[config.mk]
export PLATFORM = sky130hd
export DESIGN_NAME = period_meter
export DESIGN_NICKNAME = d
export VERILOG_FILES = /design/src/rtl/period_meter.sv
export SDC_FILE = /design/constraint.sdc
export NUM_CORES = 1
export LEC_CHECK = 0
export ABC_AREA = 0
export CAP_MARGIN = 15
export CORE_MARGIN = 2
export CORE_UTILIZATION = 50
export DETAILED_ROUTE_END_ITERATION = 7
export PLACE_DENSITY = 0.75
export SETUP_SLACK_MARGIN = 0.4
export SLEW_MARGIN = 40
export SYNTH_ARGS = -nofsm -noshare
export SYNTH_HDL_FRONTEND = slang
export SYNTH_SLANG_ARGS = --single-unit
[constraint.sdc]
create_clock -name clk_in -period 1.9 [get_ports clk_in]
set_input_delay 0.19 -clock clk_in [delete_from_list [all_inputs] [get_ports clk_in]]
set_output_delay 0.19 -clock clk_in [all_outputs]
set_load 0.01 [all_outputs]
[src/rtl/period_meter.sv]
`default_nettype none
// +----------------------------------------------------------------------------+
// | Module     : period_meter                                                  |
// | Description: Health monitor for a slow square-wave timing tick. Brings the |
// |              asynchronous input into the clk_in domain and detects its     |
// |              rising edges. It counts clk_in cycles between edges and       |
// |              reports each full period with a one-cycle strobe. The locked  |
// |              flag follows a run of near-nominal periods, and the timeout   |
// |              flag is raised when edges stop arriving.                      |
// | Revision   : 1.0  initial release                                          |
// +----------------------------------------------------------------------------+
// | Parameters                                                                 |
// |   CNT_W          width of the period counter and of period_out             |
// |   EXPECTED       nominal period in clk_in cycles                           |
// |   TOL            allowed |period - EXPECTED| for an in-range period        |
// |   LOCK_COUNT     consecutive in-range periods needed to assert locked      |
// |   TIMEOUT_CYCLES cycles without a rising edge before timeout (< 2**CNT_W)  |
// | Ports                                                                      |
// |   clk_in        in   1      system clock                                   |
// |   rst_n         in   1      synchronous reset, active-low                  |
// |   sig_in        in   1      asynchronous signal to measure                 |
// |   period_out    out  CNT_W  last measured period, in cycles                |
// |   period_valid  out  1      one-cycle pulse when period_out updates        |
// |   locked        out  1      LOCK_COUNT consecutive in-range periods seen   |
// |   timeout       out  1      no rising edge for TIMEOUT_CYCLES              |
// | Optional feature (macro PERIOD_METER_MINMAX_EN)                            |
// |   stats_clr     in   1      clears the min/max statistics                  |
// |   period_min    out  CNT_W  smallest reported period since clear           |
// |   period_max    out  CNT_W  largest reported period since clear            |
// +----------------------------------------------------------------------------+
module period_meter #(
  parameter int unsigned CNT_W          = 26,
  parameter int unsigned EXPECTED       = 20000,
  parameter int unsigned TOL            = 100,
  parameter int unsigned LOCK_COUNT     = 4,
  parameter int unsigned TIMEOUT_CYCLES = 40000
) (
  input  logic             clk_in,
  input  logic             rst_n,
  input  logic             sig_in,
`ifdef PERIOD_METER_MINMAX_EN
  input  logic             stats_clr,
  output logic [CNT_W-1:0] period_min,
  output logic [CNT_W-1:0] period_max,
`endif
  output logic [CNT_W-1:0] period_out,
  output logic             period_valid,
  output logic             locked,
  output logic             timeout
);

  // --------------------------------------------------------------------------
  // Constants
  // --------------------------------------------------------------------------
  // The lower bound clamps at zero so that a tolerance wider than the nominal
  // period cannot wrap around into a huge unsigned value.
  localparam int unsigned LO_BOUND = (TOL > EXPECTED) ? 0 : (EXPECTED - TOL);
  localparam int unsigned HI_BOUND = EXPECTED + TOL;
  localparam int unsigned LOCK_W   = $clog2(LOCK_COUNT + 1);

  localparam logic [CNT_W-1:0]  TIMEOUT_VAL = CNT_W'(TIMEOUT_CYCLES);
  localparam logic [CNT_W-1:0]  CNT_ONE     = CNT_W'(1);
  localparam logic [LOCK_W-1:0] LOCK_MAX    = LOCK_W'(LOCK_COUNT);
  localparam logic [LOCK_W-1:0] LOCK_ONE    = LOCK_W'(1);

  // Range bounds are widened to 64 bits so the compare never truncates,
  // whatever CNT_W is.
  localparam logic [63:0] LO_BOUND_X = 64'(LO_BOUND);
  localparam logic [63:0] HI_BOUND_X = 64'(HI_BOUND);

  // --------------------------------------------------------------------------
  // State encoding
  // --------------------------------------------------------------------------
  typedef enum logic [1:0] {
    S_IDLE    = 2'd0,
    S_MEASURE = 2'd1,
    S_TIMEOUT = 2'd2
  } state_t;

  state_t            state_q;
  logic              sync1_q;
  logic              sync2_q;
  logic              prev_q;
  logic [CNT_W-1:0]  count_q;
  logic [LOCK_W-1:0] lock_cnt_q;
  logic [LOCK_W-1:0] lock_cnt_d;

  logic        rise;
  logic        count_sat;
  logic [63:0] count_x;
  logic        in_range;

  // --------------------------------------------------------------------------
  // Edge detection and range check
  // --------------------------------------------------------------------------
  // The synchroniser and the previous-sample register reset high. A line that
  // is already high when reset is released therefore produces no edge; a real
  // 0->1 transition must be observed first.
  assign rise      = sync2_q & ~prev_q;
  assign count_sat = (count_q == TIMEOUT_VAL);
  assign count_x   = 64'(count_q);
  assign in_range  = (count_x >= LO_BOUND_X) && (count_x <= HI_BOUND_X);

  // Next lock-run length if the period that is ending now gets reported.
  always_comb begin
    lock_cnt_d = '0;
    if (in_range) begin
      lock_cnt_d = (lock_cnt_q == LOCK_MAX) ? lock_cnt_q : (lock_cnt_q + LOCK_ONE);
    end
  end

  // --------------------------------------------------------------------------
  // Synchroniser, period counter and control FSM (registered outputs)
  // --------------------------------------------------------------------------
  // The synchroniser adds the same 3-cycle delay to every edge, so measured
  // periods are not biased. The counter restarts at 1 on the cycle a rise is
  // acted on. As a result, rises N cycles apart are reported as exactly N.
  always_ff @(posedge clk_in) begin
    if (!rst_n) begin
      sync1_q      <= 1'b1;
      sync2_q      <= 1'b1;
      prev_q       <= 1'b1;
      state_q      <= S_IDLE;
      count_q      <= '0;
      lock_cnt_q   <= '0;
      period_out   <= '0;
      period_valid <= 1'b0;
      locked       <= 1'b0;
      timeout      <= 1'b0;
    end else begin
      sync1_q      <= sig_in;
      sync2_q      <= sync1_q;
      prev_q       <= sync2_q;
      period_valid <= 1'b0;

      // The free-running count saturates, so it can double as the timeout
      // detector without wrapping.
      if (!count_sat) begin
        count_q <= count_q + CNT_ONE;
      end

      case (state_q)
        S_IDLE: begin
          // The first edge after reset only opens a measurement window.
          if (rise) begin
            state_q <= S_MEASURE;
            count_q <= CNT_ONE;
          end else if (count_sat) begin
            state_q    <= S_TIMEOUT;
            timeout    <= 1'b1;
            locked     <= 1'b0;
            lock_cnt_q <= '0;
          end
        end

        S_MEASURE: begin
          // A rise on the same cycle the count saturates still closes a
          // valid period, so the rise is checked first.
          if (rise) begin
            period_out   <= count_q;
            period_valid <= 1'b1;
            count_q      <= CNT_ONE;
            lock_cnt_q   <= lock_cnt_d;
            locked       <= (lock_cnt_d == LOCK_MAX);
          end else if (count_sat) begin
            state_q    <= S_TIMEOUT;
            timeout    <= 1'b1;
            locked     <= 1'b0;
            lock_cnt_q <= '0;
          end
        end

        S_TIMEOUT: begin
          // The gap that ended here has no known length, so nothing is
          // reported; measuring simply restarts from this edge.
          if (rise) begin
            state_q <= S_MEASURE;
            count_q <= CNT_ONE;
            timeout <= 1'b0;
          end
        end

        default: begin
          state_q <= S_IDLE;
        end
      endcase
    end
  end

`ifdef PERIOD_METER_MINMAX_EN
  // --------------------------------------------------------------------------
  // Min/max statistics over reported periods
  // --------------------------------------------------------------------------
  // The update runs off the registered period_valid/period_out pair, so it
  // lands one cycle after the strobe. A clear on the same cycle takes
  // priority over the update.
  always_ff @(posedge clk_in) begin
    if (!rst_n || stats_clr) begin
      period_min <= '1;
      period_max <= '0;
    end else if (period_valid) begin
      if (period_out < period_min) begin
        period_min <= period_out;
      end
      if (period_out > period_max) begin
        period_max <= period_out;
      end
    end
  end
`endif

endmodule
`default_nettype wire

==> results <==
[worst paths after layout]
path	startpoint	end	slack [ns]	cells past startpoint
max	count_q[13]	locked	0.09	5
min	sig_in	sync1_q	0.40	2
max reg2reg	count_q[13]	locked	0.09	5
min reg2reg	sync1_q	sync2_q	0.41	1
[per-layer routing]
layer	global-route usage (%)	routed length (um)
met5	0	0
met4	12.6	229
met3	6.59	479
met2	34.1	3630
met1	29.4	3280
[power breakdown]
part / leakage [nW] / internal (mW) / switching, mW
clock: 0.100 / 0.636 / 0.522
sequential: 0.518 / 1.32 / 0.00699
combinational: 0.858 / 0.0415 / 0.0527
[what timing repair did]
action                                  4_1_cts  5_1_grt
endpoints found under the setup margin       29       38
pin swaps                                    12       25
endpoints found under the hold margin         0        0
gates resized for setup                      31       46
cloned                                        1        2
setup buffers                                10        7
[through the flow]
stage          hold WS, ns  power, mW  setup slack, ns
2_1_floorplan        0.263       1.41            0.123
3_3_place_gp         0.392       1.45            0.163
3_5_place_dp         0.402       1.45           0.0965
4_1_cts              0.401       2.58            0.146
5_1_grt              0.425       2.65           0.0310
6_report             0.402       2.58           0.0882
[cells by family after synthesis]
logic type / Yosys count / synth area share [%]
adders and majority gates: 4 / 1.78
buffers and inverters: 26 / 4.05
muxes: 2 / 0.756
DFF: 63 / 44.8
AOI/OAI and AO/OA: 55 / 13.7
xor gates and xnor gates: 19 / 5.92
and+or+nand+nor: 162 / 28.9
[final cells by class]
cell class	count	share of cell area (%)
multi-input combinational	243	43.7
sequential	63	32.6
clock inverter	4	1.14
inverter	7	0.663
clock buffer	12	3.66
timing repair buffer	66	16.0
tap	72	2.27
[worst register-to-register path, delay by kind of cell, from the launching register on]
family	cells	cell delay, ns
compound gates	3	0.89
flops	1	0.37
simple gates	2	0.44
[flip-flops by register name, indices dropped and copies added (netlist names)]
signal,flops
locked,1
count_q,26
period_out,26
lock_cnt_q,3
period_valid,1
sync1_q,1
timeout,1
prev_q,1
sync2_q,1
state_q,2
[cell usage after synthesis (all sizes together), types with 7 or more instances]
master	count
a21oi	10
buf	10
nand2	66
nand3	11
dfxtp	63
inv	7
o21ai	8
nor3	13
xnor2	13
clkbuf	9
a21boi	26
or3	8
nor2	25
==> results.yml <==
clocking:
  clockBufferDepth: 2
  tritoncts: "built"
  clock_sinks: 63
  cts_buffers: 9
  cts.clk_slew.worst_paths_ns: 0.07
  h-tree-depth: 3
  clock-root-buffer: "clkbuf_8"
  cts-hold-fix-buffers: 0
  clock_latency_ns: 0.35
die:
  fp-row-count: 27
  initial_utilization_pct: 51.4
  die_x_um: 79
  die_h_um: 79
  coreArea_um2: 5470
  die_area_um2: 6240
  ios: 32
yosys:
  yosys.area.top_type: "dfxtp_1"
  async_flop_share_pct: 0
  syn_area_per_cell_um2: 8.50
  synth_edf_count: 0
  synthCells: 331
  synth_seq_area_share_pct: 44.8
  synth.distinct_cells: 47
  synth_area_leaders: "dfxtp_1 45%, nand2_1 8.7%, a21boi_0 6.9%, xnor2_1 4.0%, nor2_1 3.3%"
  ys.flop_type: "dfxtp_1"
  yosysWarnings: 0
  synth_nets: 338
  synth_top_area_share_pct: 44.8
  synth_seq_cells: 63
  syn-cell-area_um2: 2810
worst_setup_path:
  crit_type: "flip-flop to flip-flop"
  worst_ep_required_time_ns: 2.14
  crit_family: "compound AO/OA/AOI/OAI gates"
  cp_num_buf_inv: 0
  critPathSlowestCell: "dfxtp_1"
  end_kind: "flip-flop"
  path_cells: "or2_2, a311oi_2, o21a_1, nor3_1, a22o_1"
  cp_max_fo: 6
  cpPeakStageDelay_ns: 0.37
  arrival_ns: 2.05
  cp-start-kind: "flip-flop"
worst_hold_path:
  hold_class: "primary input to flip-flop"
sta:
  rsz0062_at_grt: "yes"
  setup_violations: 0
  fin_crit_sh_pct: 95.4
  fmax_mhz: 552
  clock_skew_ns: 0.00904
  tightestPinTransition_ns: 0.387
  slew_headroom_pct: 74.1
  hold_viol: 0
  report.final.slew_viol_count: 0
  fin_crit_ns: 1.81
  setup-tns-final_ns: 0
final_layout:
  layout_commonest_cell: "nand2_1"
  final_cell_count_no_fill: 467
  layout.area.seq_um2: 1290
  drive_gt1_share_pct: 27.8
  final_util_pct: 72.4
  synthToLayoutAreaGrowth_pct: 40.8
  fillers: 386
  fin_nets: 397
  post-route-cell-area_um2: 3960
  antenna_cells: 0
  final_cell_mix: "65 x nand2_1, 47 x dfxtp_1, 31 x clkdlybuf4s50_1, 26 x a21boi_0, 25 x nor2_1"
  multiInputGateArea_um2: 1730
place:
  postPlaceCellArea_um2: 3310
  dpl.cell_count: 431
  dp_hpwl_um: 4250
  io_buffers: 31
  gp_congestion: 0.812
detailed_routing:
  drt_iter0_drc: 245
  ant_nets: 0
  drc: 0
  firstDrtPassIters: 5
  wl_per_cell_um: 16.3
  via_per_inst: 5.66
  num_vias: 2641
  routed_wl_um: 7620
power:
  ir_drop_mv: 0.408
  p_leak_nw: 1.48
  p_per_area_nw_per_um2: 652
global_route:
  antenna_found_initial: 0
  grt_first_pass_wirelength_um: 11000
  grt_util_all_layers_pct: 22.7
  grt-ovfl-total: 0
  grt_pass1_vias: 2401
  grt_max_degree: 27
run:
  max-cap-violations: 0
status:
  outcome: "finished clean"
Power figures use the tool's default switching activity.
